File: config.mk
export PLATFORM = sky130hd
export DESIGN_NAME = melody_seq_writer
export DESIGN_NICKNAME = d
export VERILOG_FILES = /design/src/rtl/melody_seq_writer_pkg.sv /design/src/rtl/melody_seq_writer_lfsr.sv /design/src/rtl/melody_seq_writer.sv
export SDC_FILE = /design/constraint.sdc
export NUM_CORES = 1
export LEC_CHECK = 0
export ABC_AREA = 1
export BUFFER_PORTS_ARGS = -buffer_cell sky130_fd_sc_hd__buf_2
export CAP_MARGIN = 10
export CORE_AREA = 2 2 99 101
export CTS_CLUSTER_SIZE = 10
export DETAILED_ROUTE_END_ITERATION = 8
export DIE_AREA = 0 0 101 103
export GPL_TIMING_DRIVEN = 0
export SLEW_MARGIN = 15
export SYNTH_ARGS = -nofsm -noshare
export SYNTH_HDL_FRONTEND = slang
export SYNTH_SLANG_ARGS = --single-unit
File: constraint.sdc
create_clock -name clk -period 2.35 [get_ports clk]
set_input_delay 0.3525 -clock clk [delete_from_list [all_inputs] [get_ports clk]]
set_output_delay 0.3525 -clock clk [all_outputs]
set_load 0.02 [all_outputs]
File: src/rtl/melody_seq_writer_pkg.sv
// Shared types and constants for the melody sequence writer.
// State encoding is exposed on state_out, so the values are fixed.
package melody_seq_writer_pkg;

    typedef enum logic [2:0] {
        S_IDLE  = 3'd0,
        S_GEN   = 3'd1,
        S_WRITE = 3'd2,
        S_WAIT  = 3'd3,
        S_START = 3'd4,
        S_PLAY  = 3'd5
    } state_t;

    localparam logic [15:0] LFSR_POLY = 16'hB400;
    localparam int          SLOT_W    = 4;
    localparam int          NOTE_W    = 3;
    localparam int          MAX_NOTES = 8;

endpackage

File: src/rtl/melody_seq_writer_lfsr.sv
// 16-bit right-shifting Galois LFSR that advances every cycle; a load takes effect next edge.
// Loading zero substitutes SEED so the register can never lock up at all-zero.
module lfsr16_galois
    import melody_seq_writer_pkg::*;
#(
    parameter logic [15:0] SEED = 16'hACE1
) (
    input  logic        clk,
    input  logic        reset,
    input  logic        load,
    input  logic [15:0] load_val,
    output logic [15:0] value
);

    logic [15:0] lfsr_q;
    logic [15:0] lfsr_d;

    always_comb begin
        lfsr_d = (lfsr_q >> 1) ^ (lfsr_q[0] ? LFSR_POLY : 16'h0000);
        if (load) begin
            lfsr_d = (load_val == 16'h0000) ? SEED : load_val;
        end
    end

    always_ff @(posedge clk or negedge reset) begin
        if (!reset) begin
            lfsr_q <= SEED;
        end else begin
            lfsr_q <= lfsr_d;
        end
    end

    assign value = lfsr_q;

endmodule

File: src/rtl/melody_seq_writer.sv
// Generates a pseudo-random melody, writes it to the game register, then starts the game.
// write_enable at T+NUM_NOTES+1, game_start START_DELAY+1 cycles later; requests ignored until game_end.
module melody_seq_writer
    import melody_seq_writer_pkg::*;
#(
    parameter int          NUM_NOTES   = 8,
    parameter int          START_DELAY = 4,
    parameter logic [15:0] LFSR_SEED   = 16'hACE1,
    parameter bit          NO_REPEAT   = 1'b1
) (
    input  logic                          clk,
    input  logic                          reset,
    input  logic                          new_game_req,
    input  logic                          seed_load,
    input  logic [15:0]                   seed_in,
    input  logic                          game_end,
    output logic [SLOT_W*MAX_NOTES-1:0]   data_out,
    output logic                          write_enable,
    output logic                          game_start,
    output logic                          busy,
    output logic [3:0]                    note_count,
    output logic [2:0]                    state_out
);

    state_t                        state_q, state_d;
    logic [SLOT_W*MAX_NOTES-1:0]   data_q, data_d;
    logic [3:0]                    cnt_q, cnt_d;
    logic [3:0]                    delay_q, delay_d;
    logic [NOTE_W-1:0]             prev_q, prev_d;
    logic                          req_q;
    logic                          end_q;

    logic [15:0]                   lfsr_val;
    logic                          lfsr_load;
    logic                          req_rise;
    logic                          end_rise;
    logic [NOTE_W-1:0]             note_raw;
    logic [NOTE_W-1:0]             note_gen;
    logic [2:0]                    slot;

    // Upper LFSR bits only feed the register's own next state.
    logic                          lfsr_unused;
    assign lfsr_unused = ^lfsr_val[15:NOTE_W];

    assign lfsr_load = (state_q == S_IDLE) && seed_load;

    lfsr16_galois #(
        .SEED(LFSR_SEED)
    ) u_lfsr (
        .clk     (clk),
        .reset   (reset),
        .load    (lfsr_load),
        .load_val(seed_in),
        .value   (lfsr_val)
    );

    assign req_rise = new_game_req & ~req_q;
    assign end_rise = game_end & ~end_q;
    assign note_raw = lfsr_val[NOTE_W-1:0];
    assign slot     = cnt_q[2:0];

    always_comb begin
        note_gen = note_raw;
        if (NO_REPEAT && (cnt_q != 4'd0) && (note_raw == prev_q)) begin
            note_gen = note_raw + 3'd1;
        end
    end

    always_comb begin
        state_d = state_q;
        data_d  = data_q;
        cnt_d   = cnt_q;
        delay_d = delay_q;
        prev_d  = prev_q;
        case (state_q)
            S_IDLE: begin
                if (req_rise) begin
                    state_d = S_GEN;
                    data_d  = '0;
                    cnt_d   = 4'd0;
                    prev_d  = '0;
                end
            end
            S_GEN: begin
                data_d[SLOT_W*slot +: SLOT_W] = {1'b0, note_gen};
                prev_d = note_gen;
                cnt_d  = cnt_q + 4'd1;
                if (cnt_q == 4'(NUM_NOTES - 1)) begin
                    state_d = S_WRITE;
                end
            end
            S_WRITE: begin
                state_d = S_WAIT;
                delay_d = 4'(START_DELAY);
            end
            S_WAIT: begin
                if (delay_q <= 4'd1) begin
                    state_d = S_START;
                end else begin
                    delay_d = delay_q - 4'd1;
                end
            end
            S_START: begin
                state_d = S_PLAY;
            end
            S_PLAY: begin
                if (end_rise) begin
                    state_d = S_IDLE;
                end
            end
            default: begin
                state_d = S_IDLE;
            end
        endcase
    end

    always_ff @(posedge clk or negedge reset) begin
        if (!reset) begin
            state_q <= S_IDLE;
            data_q  <= '0;
            cnt_q   <= 4'd0;
            delay_q <= 4'd0;
            prev_q  <= '0;
            req_q   <= 1'b0;
            end_q   <= 1'b0;
        end else begin
            state_q <= state_d;
            data_q  <= data_d;
            cnt_q   <= cnt_d;
            delay_q <= delay_d;
            prev_q  <= prev_d;
            req_q   <= new_game_req;
            end_q   <= game_end;
        end
    end

    assign data_out     = data_q;
    assign write_enable = (state_q == S_WRITE);
    assign game_start   = (state_q == S_START);
    assign busy         = (state_q != S_IDLE);
    assign note_count   = cnt_q;
    assign state_out    = state_q;

endmodule

==> results of run 1 <==
## final timing paths
kind                            startpoint  cells after the start               to
hold / removal                       reset                      1  u_lfsr.value[9]
min in group clk                  game_end                      1            end_q
hold reg to reg            u_lfsr.value[9]                      2  u_lfsr.value[8]
setup reg to reg             note_count[0]                      9     data_out[17]
max in group asynchronous            reset                      1    note_count[0]
setup / recovery             note_count[0]                      9     data_out[17]
## layout make-up
cell class,count,share of cell area
inverter,34,0.03857
timing repair buffer,54,0.07933
buffer,13,0.02656
sequential,56,0.4108
tap,114,0.04148
clock buffer,7,0.02511
clock inverter,1,0.002183
multi-input combinational,236,0.3759
## registers in the layout, indices dropped and copies added (netlist names)
register	count
data_out	24
note_count	4
delay_q	4
req_q	1
prev_q	3
u_lfsr.value	16
state_out	3
end_q	1
## power groups by stage
| stage | combinational (uW) | sequential [uW] | clock, uW |
|---|---|---|---|
| CTS | 2750 | 1720 | 586 |
| detailed placement | 2740 | 1740 | 0 |
| floorplan | 1750 | 1970 | 0 |
| finish | 2720 | 1720 | 560 |
| global route | 3060 | 1780 | 623 |
| global placement | 2690 | 1730 | 0 |
## layout by cell type, fill, tap and decap left out, types with 2 or more instances in the layout
cell type,netlist,layout
sky130_fd_sc_hd__inv_1,26,26
sky130_fd_sc_hd__clkbuf_8,0,6
sky130_fd_sc_hd__o21ai_0,10,10
sky130_fd_sc_hd__nand2_2,7,7
sky130_fd_sc_hd__ha_1,9,9
sky130_fd_sc_hd__nor2_2,4,4
sky130_fd_sc_hd__dfrtp_1,48,47
sky130_fd_sc_hd__nand2_1,90,90
sky130_fd_sc_hd__nand3_1,22,22
sky130_fd_sc_hd__a21oi_1,5,5
sky130_fd_sc_hd__nor4_1,3,3
sky130_fd_sc_hd__xnor2_1,4,4
sky130_fd_sc_hd__buf_2,4,57
sky130_fd_sc_hd__nand3_2,2,2
sky130_fd_sc_hd__nor3_2,7,8
sky130_fd_sc_hd__nand4_1,13,13
sky130_fd_sc_hd__nor2_4,4,4
sky130_fd_sc_hd__nor2_1,28,28
sky130_fd_sc_hd__inv_2,5,5
sky130_fd_sc_hd__a2bb2oi_1,4,4
sky130_fd_sc_hd__o2111ai_1,2,2
sky130_fd_sc_hd__conb_1,1,8
sky130_fd_sc_hd__a22oi_1,4,4
sky130_fd_sc_hd__buf_4,8,9
sky130_fd_sc_hd__o22ai_1,3,3
sky130_fd_sc_hd__inv_4,2,2
sky130_fd_sc_hd__dfstp_2,8,8
## cell usage after synthesis (all sizes together)
library cell,n
nand2,98
a21oi,5
inv,33
nor4,3
o22ai,3
buf,13
nand4,13
clkinv,1
dfrtp,48
conb,1
o32ai,1
xnor2,4
ha,9
nand3,25
o21ai,11
dfstp,8
xor2,1
a2bb2oi,4
a22oi,4
o2111ai,2
nor2,36
nor3,9
## logic make-up (layout without fill, tap and decap cells)
logic type               Yosys count  after routing  share of synthesized area
XOR/XNOR                           5              5                    0.01512
other                              1              8                   0.001295
buffers and inverters             47            109                    0.07732
flip-flops                        56             56                     0.4873
AO/OA/AOI/OAI                     30             30                    0.06696
AND/OR/NAND/NOR                  184            184                     0.3132
adder cells (fa/ha/maj)            9              9                    0.03888
## routing by layer
metal / GRT usage / share of wire / vias to the layer above
met5: 0 / 0 / -
met4: 0.04678 / 0.021 / 0
met3: 0.02373 / 0.040 / 7
met2: 0.2159 / 0.46 / 49
met1: 0.1695 / 0.47 / 1111
li1: - / - / 1212
## stage by stage
stage	setup WS, ns	power, uW
3_5_place_dp	0.1342	4480
5_1_grt	0.08604	5464
2_1_floorplan	0.2333	3717
4_1_cts	0.1228	5060
3_3_place_gp	0.1248	4418
6_report	0.3447	5006
## what timing repair did
| action | in CTS | in global routing |
|---|---|---|
| gates resized for setup | 0 | 2 |
| buffers inserted | 0 | 0 |
| endpoints found under the hold margin | 0 | 0 |
| endpoints found under the setup margin | 0 | 6 |
## worst max-delay path, delay by kind of cell, from the launching register on
kind	cells	cell delay, ns
simple gates	6	0.82
flops	1	0.50
fa+ha+maj	2	0.48
buf+inv	1	0.10
==> summary.md, run 1 <==
The vias per cell works out to 4.619. The die is 103 um tall. The tools report the number of max-slew violations in the final report as 0.

TritonCTS built the clock tree. Summed over all nets, the switching power comes to 2440 uW. For the critical path data required time, the log shows 2.57 ns. Maximum cell stage delay along the critical path: 0.50 ns.

At the pin with the least slew margin, the transition time is 0.7052 ns. The logs give 0 for the number of antenna violations at the first check in global routing and 0 for the number of diodes. The run finished with clean final reports. Leaving out filler cells and counting taps, the final layout contains 515. The netlist uses 35 different library cells. For the number of standard cells after synthesis, the log shows 332.

The run gives 0 as the count of yosys warnings during synthesis. The top-area cell type share of the netlist area is 0.4147, and the detailed placement HPWL is 4.706 mm. Summing all flip-flop and latch instances after layout gives 1413 sq um. The cell area after technology mapping was 2897 sq um. Total placed cells including tap cells: 507. The signal on the critical path passes through inv_2 -> ha_1 -> ha_1 -> nor2_4 -> nand3_1 -> nor3_2 -> nor2_1 -> nand2_1 -> nand2_1. The largest net degree at the start of global routing was 57. The sink count of the clock tree was 56. Timing would allow up to 498.7 MHz. Final wirelength: 6.328 mm.

The switching fraction of total power is 0.4874. The tree is rooted in a sky130_fd_sc_hd__clkbuf_8. The count of buffers added on input and output ports is 54. The run gives 2566 uW as the internal cell power.

The global placer's final weighted congestion was 0.8173. The final route contains 2,379 vias. The critical path class is flop to flop. The final design area excluding fillers is 3438 sq um, and the power per cell area is 1456 nW/um^2.

The min-delay analysis places its worst path in the category input port to async pin. The share of the cycle needed by the critical path after routing is 0.8533, and the final total negative setup slack is 0 ns. Across all register-to-register paths, the minimum setup slack is 0.34 ns. The later pin in the worst-skew pair is clocked with a latency of 0.31 ns. The tools report the max capacitance violation total as 0. The total area inside the core boundary comes to 9459 sq um. The combinational power share is 0.544. From synthesis to final layout, the design area changed by 18.70%. The H-tree was split into 2 levels. After detailed placement, the total cell area comes to 3338 sq um. Critical path launch point type: a flop. For the cell leakage power, the log shows 0.001835 uW. The first global-routing pass estimated 10.74 mm of wire. The utilization after layout was 0.3635; the overall overflow remaining after global route was 0. For the sequential power share, the log shows 0.344. For the final worst clock skew, the log shows 0.01089 ns. Setup violations remaining at the end of the flow were counted as 0.

The floorplan has 36 rows. In the final design database the tool counted 430 nets. Along the worst path, the maximum fanout reaches 8. The count of unresolved DRC violations after routing was 0; the first-iteration detailed-routing DRC count was 106.

The worst-case IR drop observed on VDD is 0.0007069 V. Clock-pin slew was measured on the worst setup and hold paths at 0.11 ns. The endpoint kind of the worst setup timing path was a flop. The first detailed-routing pass ran for 4 iterations. The largest total area in the synthesized netlist belongs to sky130_fd_sc_hd__dfrtp_1. The logs give 0.1295 for the total track usage and 0.5299 for the headroom to the max-slew limit. The tools report the post-detailed-route count of antenna-violating nets as 0. After synthesis, the mean cell area works out to 8.724 sq um. The final worst hold slack was 0.08231 ns.

The via count of the first global-routing pass was 2,345; the CTS buffer count was 5. In the final layout, the multi-input gates occupy 1292 sq um. For the starting utilization of the core area, the log shows 0.3062.

The floorplan step defined a die boundary enclosing 10,400 sq um. The tools report the final count of hold timing violations as 0. STA puts the critical path data arrival time at 2.22 ns. By area the synthesized netlist is led by sky130_fd_sc_hd__dfrtp_1, sky130_fd_sc_hd__nand2_1, sky130_fd_sc_hd__dfstp_2, sky130_fd_sc_hd__ha_1, sky130_fd_sc_hd__nand3_1.

Share of post-route cells with drive strength above 1: 0.2968. The die span in x is 101 um, and the routed wirelength normalized by instance count is 12.29 um. Worst-path cell with the longest stage delay: sky130_fd_sc_hd__dfrtp_2. The clock network power share is 0.112, and the flip-flop and latch count after synthesis is 56. 63 I/O pins were placed. The largest buffer count on any clock path is 2. The post-route minimum period is 2.005 ns. In this run, post-CTS hold repair placed 0 buffers. Counting the fill cells in the layout gives 987. Setup repair after global routing left no endpoint under its margin. Register area share after synthesis: 0.4873.
No activity file was read; power rests on OpenSTA's default activity.
==> run 2, diff against run 1 <==
BUFFER_PORTS_ARGS = -buffer_cell sky130_fd_sc_hd__buf_4   (was -buffer_cell sky130_fd_sc_hd__buf_2)
==> summary.md, run 2 (synthesis gave the netlist of run 1 again) <==
The maximum net fanout on the critical path came out at 8. The post-detailed-route count of antenna-violating nets came out at 0. The wire-length estimate of the detail-placed layout is 4.819 mm. The tools report the critical path data required time as 2.55 ns. At the end of routability-driven placement, the weighted congestion stood at 0.8094. 63 I/O pins were placed.

The filler cells instantiated in the layout total 995. The run gives 11.30 mm as the first-pass GRT wire length. The run gives 2,380 as the vias after detailed routing. The share of post-route cells with drive strength above 1 came out at 0.2993.

The clock period could shrink to 2.138 ns. In this run, the number of DRC markers left after iteration 0 of detailed routing was 148. The maximum cell stage delay along the critical path is 0.52 ns. The post-CTS clock slew at the launch and capture registers of the worst setup and hold paths was 0.10 ns; the number of levels in the clock H-tree was 2. Measured along the x axis, the die boundary spans 101 um. The logs give 0 for the final count of hold timing violations and 0.5214 for the headroom to the max-slew limit.

The share of the cycle needed by the critical path after routing was 0.9096; the total of buffers placed on input and output ports was 54. The library cells used most frequently in the layout, excluding fill and tap cells, are sky130_fd_sc_hd__nand2_1, sky130_fd_sc_hd__buf_4, sky130_fd_sc_hd__dfrtp_1. In the final design database the tool counted 430 nets. The critical path goes through inv_1 -> ha_1 -> ha_1 -> nor2_4 -> nand3_1 -> nor3_2 -> nor2_1 -> nand2_1 -> nand2_1.

The logs give 0 for the number of antenna violations at the first check in global routing and 0.01286 ns for the final worst clock skew. The run gives 2.34 ns as the worst path arrival time. The logs give 3471 sq um for the post-detailed-placement cell area and 0.1357 for the total track usage.

The later pin in the worst-skew pair is clocked with a latency of 0.31 ns. The pin slew with the least headroom to its limit was 0.7180 ns. The final number of setup-violating endpoints was 0. From synthesis to final layout, the design area changed by 23.20%. The tree is rooted in a sky130_fd_sc_hd__clkbuf_8. The die is 103 um tall.

The analysis attributes to cell leakage a power of 0.001860 uW. The vias per cell works out to 4.621. The highest clock frequency the design can meet was 467.8 MHz.

The routed wirelength normalized by instance count was 12.48 um; the count of hold buffers inserted by post-cts repair was 0. TritonCTS built the clock tree. The number of max-slew violations in the final report came out at 0. The flow ran to the end, and the final reports show no timing, DRC or antenna violations. Global routing finished with a remaining overflow of 0. The number of antenna diodes in the final layout is 0.

Max capacitance violation total: 0. The worst-path cell with the longest stage delay is sky130_fd_sc_hd__dfrtp_1. For the final wirelength, the log shows 6.428 mm. Leaving out fill and tap cells, the most frequent cell in the layout is sky130_fd_sc_hd__nand2_1. The critical path class is flop to flop. The via count of the first global-routing pass is 2,410. The number of clock buffers added by TritonCTS is 5. In this run the number of cells on the critical path is 9. The largest buffer count on any clock path is 2, and the number of cell instances on the worst register-to-register path is 9.

The final total negative setup slack is 0 ns. Setup repair after global routing left no endpoint under its margin. The total buffers and inverters traversed by the critical path is 1. The die covers 10,400 sq um. CTS saw 56 sinks. Once layout is complete, the cells apart from fillers number 515. The post-CTS repair timing setup buffer count was 0. The worst setup path is launched from a flop. The tools report the maximum VDD drop as 0.0005358 V. The core region is 9459 sq um. For this run, design rule violations remaining after detail routing come to 0. Entering global routing, the biggest net connects 57 pins. The run gives 3568 sq um as the final design area excluding fillers. The worst hold path belongs to the class input port to async pin. The run gives 4 as the number of detailed-route iterations in the first pass. Row generation in the floorplan step produced 36 rows.

For the starting utilization of the core area, the log shows 0.3062. The cell family contributing the most delay on the critical path was simple AND/OR/NAND/NOR gates. The number of gates resized after CTS was 0. STA classifies the critical path endpoint as a flop. The register with the most flip-flops in the layout has 24 of them. The total placed cells including tap cells was 507; the power per cell area was 1439 nW/um^2.
## run 2: area by class of cell
cell class	count	area, sq um	area share
multi-input combinational	236	1292	0.3622
tap	114	142.6	0.03997
timing repair buffer	54	405.4	0.1136
inverter	34	132.6	0.03717
clock inverter	3	22.52	0.006311
clock buffer	5	68.82	0.01928
buffer	13	91.34	0.02560
sequential	56	1413	0.3959
## run 2: worst reg2reg max path, delay by kind of cell, from the launching register on
kind,cells,cell delay (ns)
fa+ha+maj,2,0.50
flops,1,0.52
buf+inv,1,0.15
simple gates,6,0.85
## run 2: routing by layer
layer,wire length [um],track usage,vias up,share of wire
li1,-,-,1212,-
met1,3007,0.1775,1118,0.47
met2,3123,0.2333,46,0.49
met3,228,0.02102,4,0.035
met4,69,0.04054,0,0.011
met5,0,0,-,0
## run 2: worst paths after layout
kind                                 startpoint  slack, ns              end
worst min-delay path                      reset       0.09  u_lfsr.value[8]
worst max register to register    note_count[1]       0.21     data_out[16]
max in group asynchronous                 reset       1.74    note_count[0]
worst max-delay path              note_count[1]       0.21     data_out[16]
worst min register to register  u_lfsr.value[3]       0.47  u_lfsr.value[2]
min in group clk                       game_end       0.16            end_q
## run 2: stage by stage
stage,worst slack [ns],util,hold WS [ns],power [uW]
after floorplan,0.2333,-,0.05691,3717
after global placement,0.1248,0.3669,0.4406,4571
after detailed placement,0.07058,0.3669,0.4485,4622
after CTS,0.04523,0.3766,0.1204,5185
after global routing,0.01687,0.3772,0.1303,5639
final,0.2124,0.3772,0.08533,5137
## run 2: report_power, final
part / leakage, uW / internal, uW / switching, uW / total (uW)
clock network: 0.0000485 / 215 / 321 / 536
registers: 0.000705 / 1440 / 305 / 1740
logic: 0.00111 / 1030 / 1830 / 2860
total: 0.00186 / 2680 / 2460 / 5140
==> run 3, diff against run 2 <==
--- a/config.mk
+++ b/config.mk
@@ -15,2 +15,3 @@
 export GPL_TIMING_DRIVEN = 0
+export PLACE_DENSITY_LB_ADDON = 0.3
 export SLEW_MARGIN = 15
==> constraint.sdc (replaced) <==
create_clock -name clk -period 2.35 [get_ports clk]
set_input_delay 0.1175 -clock clk [delete_from_list [all_inputs] [get_ports clk]]
set_output_delay 0.1175 -clock clk [all_outputs]
set_load 0.02 [all_outputs]
==> summary.md, run 3 (synthesis gave the netlist of run 1 again) <==
The number of max-slew violations in the final report was 0; the cell leakage power was 0.001867 uW. Clock tree synthesis inserted a total of 5 buffers. The later pin in the worst-skew pair is clocked with a latency of 0.31 ns. The tools report the critical path launch point type as a flop.

The post-CTS clock slew at the launch and capture registers of the worst setup and hold paths came out at 0.10 ns. The tools report the sequential power share as 0.337. During I/O placement, the number of pins put on the boundary was 63. The routed wirelength normalized by instance count is 12.12 um, and the area growth from synthesis to final layout is 24.45%. For the worst setup path, the data required time is 2.56 ns. For this run the aggregate overflow at the end of global routing stands at 0. The first-pass GRT wire length was 10.60 mm. Layer with the highest usage: met2. In this run the horizontal extent of the chip is 101 um. The met3 track utilization from global routing was 0.02508; the worst path arrival time was 2.22 ns. Entering global routing, the biggest net connects 57 pins. The logs give 496.2 MHz for the highest clock frequency the design can meet and 4 for the number of detailed-route iterations in the first pass.

The switching fraction of total power is 0.4729, and the final number of setup-violating endpoints is 0. TritonCTS built the clock tree. In the routed design, unresolved DRC markers number 0.

In this run the clock root is driven by a sky130_fd_sc_hd__clkbuf_8. The worst setup path is captured at a flop. The placed instances occupy a cell area of 3471 sq um. For this block, the routed nets add up to 6.280 mm of wire. In this run the worst hold path is classified as input port to flop. The total track usage was 0.1273; the clock network power share was 0.106. The area of the core came out at 9459 sq um. The commonest non-fill, non-tap cell in the layout was sky130_fd_sc_hd__nand2_1.

The total die area was 10,400 sq um; the number of levels in the clock H-tree was 2. The worst-case IR drop observed on VDD is 0.0005585 V. The post-route minimum period is 2.015 ns, and the post-detailed-route count of antenna-violating nets is 0. The via count of the first global-routing pass was 2,351; the final total negative setup slack was 0 ns. Global placer's final weighted congestion: 0.8166. The number of diodes came out at 0.

The utilization after layout is 0.3811. The maximum net fanout on the critical path works out to 8. At the end of the flow, the number of nets in the layout was 433.

The y dimension of the die is 103 um, and the vias per cell is 4.535. The final count of hold timing violations came out at 0. The run gives 0.5343 as the headroom to the max-slew limit. The share of the cycle needed by the critical path after routing is 0.8575. The total of buffers placed on input and output ports was 54; the sink count of the clock tree was 56.

For the starting utilization of the core area, the log shows 0.3062. The run finished with clean final reports. For the total power, the log shows 5135 uW. For the final database, setup skew stands at 0.01096 ns. The library cells used most frequently in the layout, excluding fill and tap cells, are sky130_fd_sc_hd__nand2_1, sky130_fd_sc_hd__buf_4, sky130_fd_sc_hd__dfrtp_1. The tool flagged a number of max-cap violations equal to 0. The tools report the met2 usage in global routing as 0.2118.

The critical path class is flop to flop. The run gives 2,349 as the vias after detailed routing. The run gives 0 as the number of antenna violations at the first check in global routing.

The switching power summed over all nets came out at 2428 uW. The power per cell area is 1425 nW/um^2. The finished cells cover 3605 sq um.

The pin slew with the least headroom to its limit works out to 0.6985 ns. The run gives 0.556 as the combinational power share. Routing usage on met1: 0.1677. Setup repair after global routing left no endpoint under its margin. For the detailed placement HPWL, the log shows 4.695 mm. The share of post-route cells with drive strength above 1 works out to 0.2970. The internal power of the cells totals 2707 uW. In this run the deepest clock path goes through 2 buffers.

The detailed router finished its first iteration with 75 violations. The tools report the row count as 36. The register with the most flip-flops in the layout has 24 of them.
[run 3: layer usage]
layer  share of wire  up-vias
met5               0        -
met4          0.0097        0
met3           0.030        2
met2            0.48       34
met1            0.48     1101
li1                -     1212
[run 3: area by class of cell]
type                            count  area [sq um]
Buffer                             13         91.34
Clock buffer                        6         82.58
Clock inverter                      2         15.01
Fill cell                         973          5854
Inverter                           34         132.6
Multi-Input combinational cell    236          1292
Sequential cell                    56          1413
Tap cell                          114         142.6
Timing Repair Buffer               57         435.4
[run 3: power groups by stage]
| stage | Clock, uW | Combinational [uW] | Sequential (uW) |
|---|---|---|---|
| 2_1_floorplan | 0 | 1750 | 1970 |
| 4_1_cts | 580 | 2880 | 1740 |
| 3_5_place_dp | 0 | 2870 | 1750 |
| 6_report | 546 | 2860 | 1730 |
| 5_1_grt | 616 | 3200 | 1790 |
| 3_3_place_gp | 0 | 2830 | 1740 |
[run 3: final timing paths]
path                                 start               to  slack [ns]  depth (start not counted)
setup / recovery             note_count[1]     data_out[18]        0.33                          9
setup reg to reg             note_count[1]     data_out[18]        0.33                          9
hold / removal                  seed_in[4]  u_lfsr.value[4]        0.02                          3
min in group asynchronous            reset  u_lfsr.value[8]        0.39                          2
max in group asynchronous            reset    note_count[0]        1.45                          2
hold reg to reg            u_lfsr.value[3]  u_lfsr.value[2]        0.47                          2
[run 3: what timing repair did]
item,in CTS,in global routing
hold buffers,3,0
hold endpoints to repair,50,0
endpoints found under the setup margin,0,3
resized for setup,0,2
setup buffers,0,0
[run 3: per-stage QoR]
stage | setup slack [ns] | hold WS, ns | std cells
5_1_grt | 0.1073 | 0.01514 | 518
4_1_cts | 0.1110 | 0.01032 | 518
3_5_place_dp | 0.1290 | 0.2222 | 507
6_report | 0.3348 | 0.02205 | 518
3_3_place_gp | 0.1437 | 0.2134 | 507
2_1_floorplan | 0.2333 | -0.1781 | 339
[run 3: worst max-delay path, cell delays in order (launching register included)]
cell and delay [ns]:
sky130_fd_sc_hd__dfrtp_1 0.50, sky130_fd_sc_hd__inv_1 0.14, sky130_fd_sc_hd__ha_1 0.23, sky130_fd_sc_hd__ha_1 0.26, sky130_fd_sc_hd__nor2_4 0.22, sky130_fd_sc_hd__nand3_1 0.11
sky130_fd_sc_hd__nor3_2 0.25, sky130_fd_sc_hd__nor2_1 0.11, sky130_fd_sc_hd__nand2_1 0.07, sky130_fd_sc_hd__nand2_1 0.04
